$ cat src/rtl/im_arb_pkg.sv
// Shared types and helpers for the instruction-memory fetch arbiter.
package im_arb_pkg;

    localparam int IM_ADDR_W = 16;
    localparam int IM_DATA_W = 16;

    typedef struct packed {
        logic [IM_ADDR_W-1:0] pc;
        logic [IM_DATA_W-1:0] instr;
    } fetch_entry_t;

    typedef enum logic [1:0] {
        ISS_NONE  = 2'd0,
        ISS_FETCH = 2'd1,
        ISS_DBG   = 2'd2
    } issue_src_t;

    // Sequential PC step that wraps to zero after the last IM word.
    function automatic logic [IM_ADDR_W-1:0] pc_wrap_inc(
        input logic [IM_ADDR_W-1:0] pc,
        input logic [IM_ADDR_W-1:0] last_pc
    );
        return (pc == last_pc) ? '0 : pc + IM_ADDR_W'(1);
    endfunction

endpackage

$ cat src/rtl/im_prefetch_fifo.sv
// Small prefetch queue of {pc, instr}; head is always readable, flush empties it.
module im_prefetch_fifo
    import im_arb_pkg::*;
#(
    parameter int  DEPTH   = 4,
    parameter type entry_t = fetch_entry_t
) (
    input  logic                         clk,
    input  logic                         rst,
    input  logic                         push,
    input  logic                         pop,
    input  logic                         flush,
    input  entry_t                       wr_entry,
    output entry_t                       head,
    output logic [$clog2(DEPTH+1)-1:0]   count,
    output logic                         full,
    output logic                         empty
);

    localparam int PTR_W = $clog2(DEPTH);
    localparam int CNT_W = $clog2(DEPTH + 1);

    entry_t             mem_reg [DEPTH];
    logic [PTR_W-1:0]   wr_ptr_reg;
    logic [PTR_W-1:0]   rd_ptr_reg;
    logic [CNT_W-1:0]   count_reg;
    logic [CNT_W-1:0]   count_next;
    logic               push_ok;
    logic               pop_ok;

    assign empty   = (count_reg == '0);
    assign full    = (count_reg == CNT_W'(DEPTH));
    assign pop_ok  = pop && !empty && !flush;
    // A push into a full queue is legal only alongside a pop.
    assign push_ok = push && !flush && (!full || pop_ok);

    always_comb begin
        count_next = count_reg;
        if (push_ok && !pop_ok) begin
            count_next = count_reg + CNT_W'(1);
        end else if (!push_ok && pop_ok) begin
            count_next = count_reg - CNT_W'(1);
        end
    end

    always_ff @(posedge clk or posedge rst) begin
        if (rst) begin
            wr_ptr_reg <= '0;
            rd_ptr_reg <= '0;
            count_reg  <= '0;
        end else if (flush) begin
            wr_ptr_reg <= '0;
            rd_ptr_reg <= '0;
            count_reg  <= '0;
        end else begin
            if (push_ok) begin
                wr_ptr_reg <= wr_ptr_reg + PTR_W'(1);
            end
            if (pop_ok) begin
                rd_ptr_reg <= rd_ptr_reg + PTR_W'(1);
            end
            count_reg <= count_next;
        end
    end

    genvar gi;
    generate
        for (gi = 0; gi < DEPTH; gi++) begin : g_entry
            always_ff @(posedge clk or posedge rst) begin
                if (rst) begin
                    mem_reg[gi] <= '0;
                end else if (push_ok && (wr_ptr_reg == PTR_W'(gi))) begin
                    mem_reg[gi] <= wr_entry;
                end
            end
        end
    endgenerate

    assign head  = mem_reg[rd_ptr_reg];
    assign count = count_reg;

endmodule

$ cat src/rtl/im_fetch_arbiter.sv
// Shares the single IM read port between the prefetch queue and a debug reader,
// with branch-redirect flush and a 1-in-2 cap on debug slots.
module im_fetch_arbiter
    import im_arb_pkg::*;
#(
    parameter int ADDR_W   = IM_ADDR_W,
    parameter int DATA_W   = IM_DATA_W,
    parameter int DEPTH    = 4,
    parameter int IM_WORDS = 1024,
    parameter int RESET_PC = 0
) (
    input  logic              clk,
    input  logic              rst,
    output logic [ADDR_W-1:0] im_addr,
    output logic              im_rd_en,
    input  logic [DATA_W-1:0] im_instr,
    input  logic              redirect,
    input  logic [ADDR_W-1:0] redirect_pc,
    output logic              instr_vld,
    input  logic              instr_rdy,
    output logic [DATA_W-1:0] instr_out,
    output logic [ADDR_W-1:0] instr_pc,
    input  logic              dbg_req,
    input  logic [ADDR_W-1:0] dbg_addr,
    output logic              dbg_gnt,
    output logic              dbg_vld,
    output logic [DATA_W-1:0] dbg_data
);

    localparam int                CNT_W   = $clog2(DEPTH + 1);
    localparam logic [ADDR_W-1:0] PC_LAST = ADDR_W'(IM_WORDS - 1);

    issue_src_t         issue_src_reg;
    issue_src_t         issue_src_next;
    logic [ADDR_W-1:0]  im_addr_reg;
    logic [ADDR_W-1:0]  im_addr_next;
    logic [ADDR_W-1:0]  fetch_pc_reg;
    logic [ADDR_W-1:0]  fetch_pc_next;
    logic [ADDR_W-1:0]  issue_pc;
    logic               dbg_vld_reg;
    logic [DATA_W-1:0]  dbg_data_reg;

    logic               fetch_inflight;
    logic               dbg_inflight;
    logic               fetch_credit;
    logic               fifo_push;
    logic               fifo_full;
    logic               fifo_empty;
    logic [CNT_W-1:0]   fifo_count;
    fetch_entry_t       fifo_wr_entry;
    fetch_entry_t       fifo_head;

    assign fetch_inflight = (issue_src_reg == ISS_FETCH);
    assign dbg_inflight   = (issue_src_reg == ISS_DBG);

    // The read on the pins now lands in the queue at this edge, so it already
    // consumes a slot; a same-cycle pop is deliberately not counted.
    assign fetch_credit = fetch_inflight ? (int'(fifo_count) < DEPTH - 1) : !fifo_full;

    // Issue decision and read-port state register.
    always_ff @(posedge clk or posedge rst) begin
        if (rst) begin
            issue_src_reg <= ISS_NONE;
            im_addr_reg   <= '0;
            fetch_pc_reg  <= ADDR_W'(RESET_PC) & PC_LAST;
        end else begin
            issue_src_reg <= issue_src_next;
            im_addr_reg   <= im_addr_next;
            fetch_pc_reg  <= fetch_pc_next;
        end
    end

    // Redirect always takes the next slot, which also defers any pending debug read.
    always_comb begin
        issue_src_next = ISS_NONE;
        if (redirect) begin
            issue_src_next = ISS_FETCH;
        end else if (dbg_req && !dbg_inflight) begin
            issue_src_next = ISS_DBG;
        end else if (fetch_credit) begin
            issue_src_next = ISS_FETCH;
        end
    end

    always_comb begin
        issue_pc      = redirect ? (redirect_pc & PC_LAST) : fetch_pc_reg;
        im_addr_next  = im_addr_reg;
        fetch_pc_next = fetch_pc_reg;
        case (issue_src_next)
            ISS_FETCH: begin
                im_addr_next  = issue_pc;
                fetch_pc_next = pc_wrap_inc(issue_pc, PC_LAST);
            end
            ISS_DBG: begin
                im_addr_next = dbg_addr;
            end
            default: begin
            end
        endcase
    end

    // A fetch read on the pins during a redirect cycle is simply never pushed.
    assign fifo_push           = fetch_inflight && !redirect;
    assign fifo_wr_entry.pc    = im_addr_reg;
    assign fifo_wr_entry.instr = im_instr;

    im_prefetch_fifo #(
        .DEPTH   (DEPTH),
        .entry_t (fetch_entry_t)
    ) u_fifo (
        .clk      (clk),
        .rst      (rst),
        .push     (fifo_push),
        .pop      (instr_rdy),
        .flush    (redirect),
        .wr_entry (fifo_wr_entry),
        .head     (fifo_head),
        .count    (fifo_count),
        .full     (fifo_full),
        .empty    (fifo_empty)
    );

    // Debug reads are unaffected by redirect; data is captured at the end of the grant cycle.
    always_ff @(posedge clk or posedge rst) begin
        if (rst) begin
            dbg_vld_reg  <= 1'b0;
            dbg_data_reg <= '0;
        end else begin
            dbg_vld_reg <= dbg_inflight;
            if (dbg_inflight) begin
                dbg_data_reg <= im_instr;
            end
        end
    end

    assign im_addr   = im_addr_reg;
    assign im_rd_en  = (issue_src_reg != ISS_NONE);
    assign dbg_gnt   = dbg_inflight;
    assign dbg_vld   = dbg_vld_reg;
    assign dbg_data  = dbg_data_reg;
    assign instr_vld = !fifo_empty;
    assign instr_out = fifo_empty ? '0 : fifo_head.instr;
    assign instr_pc  = fifo_empty ? '0 : fifo_head.pc;

endmodule

$ cat config.mk
export PLATFORM = sky130hd
export DESIGN_NAME = im_fetch_arbiter
export DESIGN_NICKNAME = d
export VERILOG_FILES = /design/src/rtl/im_arb_pkg.sv /design/src/rtl/im_prefetch_fifo.sv /design/src/rtl/im_fetch_arbiter.sv
export SDC_FILE = /design/constraint.sdc
export NUM_CORES = 1
export LEC_CHECK = 0
export ABC_AREA = 0
export CAP_MARGIN = 20
export CORE_ASPECT_RATIO = 1.4
export CORE_MARGIN = 4
export CORE_UTILIZATION = 55
export CTS_CLUSTER_SIZE = 20
export DETAILED_ROUTE_END_ITERATION = 6
export HOLD_SLACK_MARGIN = 0.12
export MAX_ROUTING_LAYER = met4
export PLACE_DENSITY = 0.91
export SLEW_MARGIN = 0
export SYNTH_ARGS = -nofsm -noshare
export SYNTH_HDL_FRONTEND = slang
export SYNTH_SLANG_ARGS = --single-unit
$ cat constraint.sdc
create_clock -name clk -period 6.5 [get_ports clk]
set_input_delay 0.65 -clock clk [delete_from_list [all_inputs] [get_ports clk]]
set_output_delay 0.65 -clock clk [all_outputs]
set_load 0.02 [all_outputs]
## Word-level counts from Yosys, hierarchy flattened

Cells that the tools add are included.

| operators by class | value |
|---|---|
| $add $sub $neg | 5 |
| magnitude comparators | 2 |
| eq/ne operators | 9 |
| muxes and demuxes | 19 |
| bitwise gates (word level) | 1 |
| reduce and logical (&&, ||, !) cells | 26 |

Operators by type and width:

| kind | number |
|---|---|
| binary-select mux 32 bit (select 2 bit) | 1 |
| two-way mux 16 bit | 4 |
| two-way mux 32 bit | 2 |
| case mux 16 bit (2 select lines) | 1 |
| adder 16 x 1 -> 16 bit, second input constant | 1 |
| == test 16 x 10 -> 1 bit, second input constant | 1 |
| logical AND 1 bit | 12 |
| two-way mux 2 bit | 6 |
| two-way mux 3 bit | 3 |
| == test 2 bit, second input constant | 4 |
| nonzero test 2 bit | 4 |
| == test 2 x 1 -> 1 bit, second input constant | 3 |
| logical NOT 1 bit | 6 |
| adder 2 x 1 -> 2 bit, second input constant | 2 |
| adder 3 x 1 -> 3 bit, second input constant | 1 |
| == test 3 bit, second input constant | 1 |
| greater-or-equal comparator 3 bit, second input constant | 1 |
| logical NOT 3 bit | 1 |
| less-than comparator 3 x 2 -> 1 bit, second input constant | 1 |
| NOT 2 -> 3 bit | 1 |
| nonzero test 3 bit | 1 |
| subtractor 3 x 1 -> 3 bit, second input constant | 1 |
| logical NOT 2 bit | 1 |
| two-way mux 1 bit | 2 |
| logical OR 1 bit | 1 |

| storage, ports and cells | value |
|---|---|
| bits in registers | 186 |
| bits of input ports | 53 |
| logic and storage cells | 78 |

## Logic depth before layout (Yosys ltp)

| depth | value |
|---|---|
| depth in word-level cells | 11 |
| depth in mapped cells | 11 |
| gate-level depth less buffers | 8 |

## By module

From an unflattened synthesis, not the netlist that was laid out.

| unflattened totals | value |
|---|---|
| cells, all modules | 656 |
| area, all modules | 9004.9 um2 |

By module, submodules not included:

| module | instances | cells an instance | area each (um2) | seq. area each (um2) |
|---|---|---|---|---|
| im_prefetch_fifo | 1 | 358 | 6138.4 | 3378.2 |
| im_fetch_arbiter | 1 | 298 | 2866.5 | 1276.2 |

## Worst setup path after synthesis

Ideal clock, no wire load.

| path | value |
|---|---|
| path type | input to register |
| from | in redirect |
| to | reg fetch_pc_reg[8] |
| library setup time | 0.064 ns |
| data arrival time | 2.799 ns |
| required time | 6.436 ns |
| slack | 3.637 ns |
| stages on the path | 11 |
| path buffers | 3 |
| path through | buf_2 > buf_2 > buf_2 > mux2i_1 > inv_1 > ha_1 > nand4b_1 > a21oi_1 > or4b_1 > a221oi_1 > a21o_1 |

| between the ends | value |
|---|---|
| word-level cells in the longest chain between the ends | 3 |

Ends and longest elaborated chain:

| item | line | source |
|---|---|---|
| from (decl) | im_fetch_arbiter.sv:17 | `input logic redirect,` |
| two-way mux 16 bit | im_fetch_arbiter.sv:86 | `issue_pc = redirect ? (redirect_pc & PC_LAST) : fetch_pc_reg;` |
| adder 16 x 1 -> 16 bit or == test 16 x 10 -> 1 bit (tied branches) | im_arb_pkg.sv:23 | `return (pc == last_pc) ? '0 : pc + IM_ADDR_W'(1);` |
| two-way mux 16 bit | im_arb_pkg.sv:23 |  |
| to (signal assigned) | im_fetch_arbiter.sv:65 | `fetch_pc_reg <= ADDR_W'(RESET_PC) & PC_LAST;` |
| to (signal assigned) | im_fetch_arbiter.sv:69 | `fetch_pc_reg <= fetch_pc_next;` |
| to (decl) | im_fetch_arbiter.sv:37 | `logic [ADDR_W-1:0] fetch_pc_reg;` |

Parallel ways exist; a longest one is shown, timed or not.
A chain may end at the register's enable or synchronous reset.

## Worst setup path after layout

| path | value |
|---|---|
| from | reg u_fifo.rd_ptr_reg[0] |
| to | out instr_pc[15] |

| between the ends | value |
|---|---|
| word-level cells in the longest chain between the ends | 5 |

Ends and longest elaborated chain:

| item | line | source |
|---|---|---|
| from (decl) | im_prefetch_fifo.sv:25 | `logic [PTR_W-1:0] rd_ptr_reg;` |
| from (signal assigned) | im_prefetch_fifo.sv:60 | `rd_ptr_reg <= rd_ptr_reg + PTR_W'(1);` |
| NOT 2 -> 3 bit (implied by the code) | im_prefetch_fifo.sv:79 | `assign head = mem_reg[rd_ptr_reg];` |
| binary-select mux 32 bit (select 2 bit) | im_prefetch_fifo.sv:79 |  |
| two-way mux 32 bit (implied by the code) (2 in a row) | im_prefetch_fifo.sv:79 |  |
| two-way mux 16 bit | im_fetch_arbiter.sv:143 | `assign instr_pc = fifo_empty ? '0 : fifo_head.pc;` |
| to (decl) | im_fetch_arbiter.sv:22 | `output logic [ADDR_W-1:0] instr_pc,` |

Every way passes these cells. The select of a mux whose other input is x is not followed.

==> impl_metrics.yaml <==
sta:
  worst_slew_pin_slew_ns: 0.977
  max_freq_ghz: 0.286
  hold_viol_final: 0
  post-route-min-period_ns: 3.50
  post-route-period-util: 0.538
  setup-violations-final: 0
  rsz0062_at_grt: "no"
  relSlewSlack: 0.346
  fin_worst_skew_ns: 0.0101
  finalSetupTns_ns: 0
  drv_slew: 0
cts:
  postCtsSetupBuffers: 0
  clock_path_buffers: 2
  clk_pin_slew_ns: 0.07
  cts_tree: "done"
  cts_hold_buf: 0
  cts_inserted_buffers: 17
  cts-root-buf: "clkbuf_16"
  clk-insertion-delay-late_ns: 0.42
  post_cts_resized: 0
  cts_sinks: 186
  htreeDepth: 4
logic_synthesis:
  synth_top_cells_by_area: "dfrtp_1, mux2_2, mux4_2"
  synth_fp_nets: 680
  synth_warnings: 0
  syn_area_sq_mm: 0.00871
  synth_edf_count: 0
  syn-instance-count: 621
  yosys_most_used_dff: "dfrtp_1"
  synth.ff_latch_count: 186
  ys_types: 55
  synth_area_leader_cell: "dfrtp_1"
  synth_top_cell_area_share: 0.534
  async_flop_share: 1.00
  synth-seq-area-share: 0.534
  avgSynthCellArea_sq_um: 14.0
routing:
  viasPerCell: 6.01
  ant_nets: 0
  wl_per_cell_um: 21.0
  first_pass_iters: 5
  vias: 5600
  wirelength_um: 19600
  drc: 0
  drtIter0Drc: 350
pwr:
  seqPwrFrac: 0.402
  cellPowerDensity_mw_per_mm2: 450
  p_leak_nw: 4.57
  p_int_mw: 3.17
  swShare: 0.333
  p_switching_mw: 1.58
  power_mw: 4.76
  clkPwrFrac: 0.209
  p_comb_frac: 0.389
  max-vdd-ir-drop_mv: 0.254
floorplan:
  dieHeight_um: 157
  dieArea_sq_mm: 0.0179
  num_rows: 54
  core_area_sq_mm: 0.0155
  start_util: 0.561
  io_pins: 121
  dieWidth_um: 114
min_path:
  min_from: "u_fifo.mem_reg[60]$_DFFE_PP0P_"
  hp-class: "register to register"
  hold_depth: 1
  whs_endpoint: "u_fifo.mem_reg[60]$_DFFE_PP0P_"
critical_path:
  setup.worst_path.class: "register to primary output"
  worstReg2RegStart: "u_fifo.count[0]$_DFFE_PP0P_"
  ff2ff_setup_slack_ns: 4.00
  cp.arrival_ns: 2.85
  end_kind: "primary output"
  crit_fanout: 23
  startpoint: "u_fifo.rd_ptr_reg[0]$_DFFE_PP0P_"
  worst_r2r_path_depth: 4
  worst_path_max_delay_cell: "dfrtp_2"
  critPathLaunchType: "register"
  cpPeakStageDelay_ns: 0.62
  worstPathRequired_ns: 5.85
  rr_endpoint: "u_fifo.mem_reg[81]$_DFFE_PP0P_"
  crit_chain: "buf_4, mux4_2, and2_1, clkdlybuf4s50_1"
layout:
  finalNetCount: 782
  final_cell_mix: "dfrtp_1, mux2_2, clkdlybuf4s50_1"
  diodes: 0
  syn2layout_area_growth_pct: 21.4
  drive_gt1_frac: 0.317
  n_fill_cell: 1108
  layout_commonest_cell: "dfrtp_1"
  largest_register_ffs: 128
flow_run:
  drv_cap: 0
global_routing:
  grt_pass1_wl_um: 31900
  grt_pass1_vias: 6213
  grt_overflow: 0
  antenna_found_initial: 0
  grt_util_all_layers: 0.234
  grt_max_degree: 117
place:
  dpl.hpwl_um: 13000
  io_buffers: 114
  place_congestion: 0.885
status:
  status: "complete, no violations"
## cell usage after synthesis, types with 3 or more instances
master and count:
a221o_1 11, a31oi_1 8, and2_1 35, and3_1 9, buf_2 22, clkbuf_1 13, dfrtp_1 186, ha_1 5
inv_1 11, mux2_2 145, mux2i_1 9, mux4_2 32, nand2_1 21, nand2b_1 4, nand3_1 9, nand3b_1 3
nand4_1 4, nor2_1 16, nor2b_1 6, o21ai_0 9, o2bb2ai_1 6, or4_1 4, xnor2_1 4, xor2_1 6
## through the flow
step                      hold slack, ns   util  cell area (sq um)  setup slack [ns]  cells
after detailed placement           0.484  0.642               9980              3.23    899
after CTS                          0.499  0.679              10600              2.92    931
after global routing               0.519  0.681              10600              2.81    932
after floorplan                    0.459      -               8710             0.793    621
after global placement             0.468  0.642               9980              3.29    899
final                              0.495  0.681              10600              3.00    932
## how the worst max path moves through the flow
stage                              endpoint  slack (ns)  depth (start not counted)
3_3_place_gp    fetch_pc_reg[8]$_DFFE_PP0N_        3.29                          7
2_1_floorplan       dbg_data[0]$_DFFE_PP0P_        0.79                          1
4_1_cts                        instr_out[1]        2.92                          4
5_1_grt                        instr_pc[15]        2.81                          4
6_report                       instr_pc[15]        3.00                          4
3_5_place_dp   fetch_pc_reg[14]$_DFFE_PP0N_        3.23                          7
## worst max-delay path, delay by kind of cell, from the launching register on
family | cells | cell delay [ns]
buffers and inverters | 2 | 1.03
and+or+nand+nor | 1 | 0.17
muxes | 1 | 0.59
DFF | 1 | 0.62
## cells by family (layout without fill, tap and decap cells)
kind of cell / count (synthesis) / count (layout) / share of synthesized area
flops: 186 / 186 / 0.534
compound gates: 60 / 60 / 0.0564
fa+ha+maj: 6 / 6 / 0.00948
buf+inv: 49 / 164 / 0.0260
simple gates: 122 / 122 / 0.0807
xor+xnor: 10 / 10 / 0.0101
mux: 188 / 188 / 0.283
## area by class of cell
type / instances / area [sq um] / area share
Clock inverter: 13 / 128 / 0.0121
Tap cell: 196 / 245 / 0.0232
Inverter: 11 / 46.3 / 0.00438
Multi-Input combinational cell: 386 / 3850 / 0.364
Timing Repair Buffer: 121 / 1210 / 0.115
Sequential cell: 186 / 4660 / 0.440
Clock buffer: 19 / 443 / 0.0419
## per-layer routing
metal / global-route usage / vias up / wire (um)
met3: 0.0365 / 21 / 735
li1: - / 2494 / -
met2: 0.413 / 170 / 10600
met4: 0.0668 / 0 / 304
met5: - / - / 0
met1: 0.279 / 2915 / 7990
## power by group through the flow
| stage | sequential, mW | clock (mW) | combinational [mW] |
|---|---|---|---|
| after CTS | 1.91 | 1.01 | 1.87 |
| after floorplan | 1.88 | 0 | 1.20 |
| final | 1.91 | 0.995 | 1.85 |
| after global routing | 1.96 | 1.06 | 1.99 |
| after detailed placement | 1.93 | 0 | 1.86 |
| after global placement | 1.86 | 0 | 1.79 |
Power figures use the tool's default switching activity.
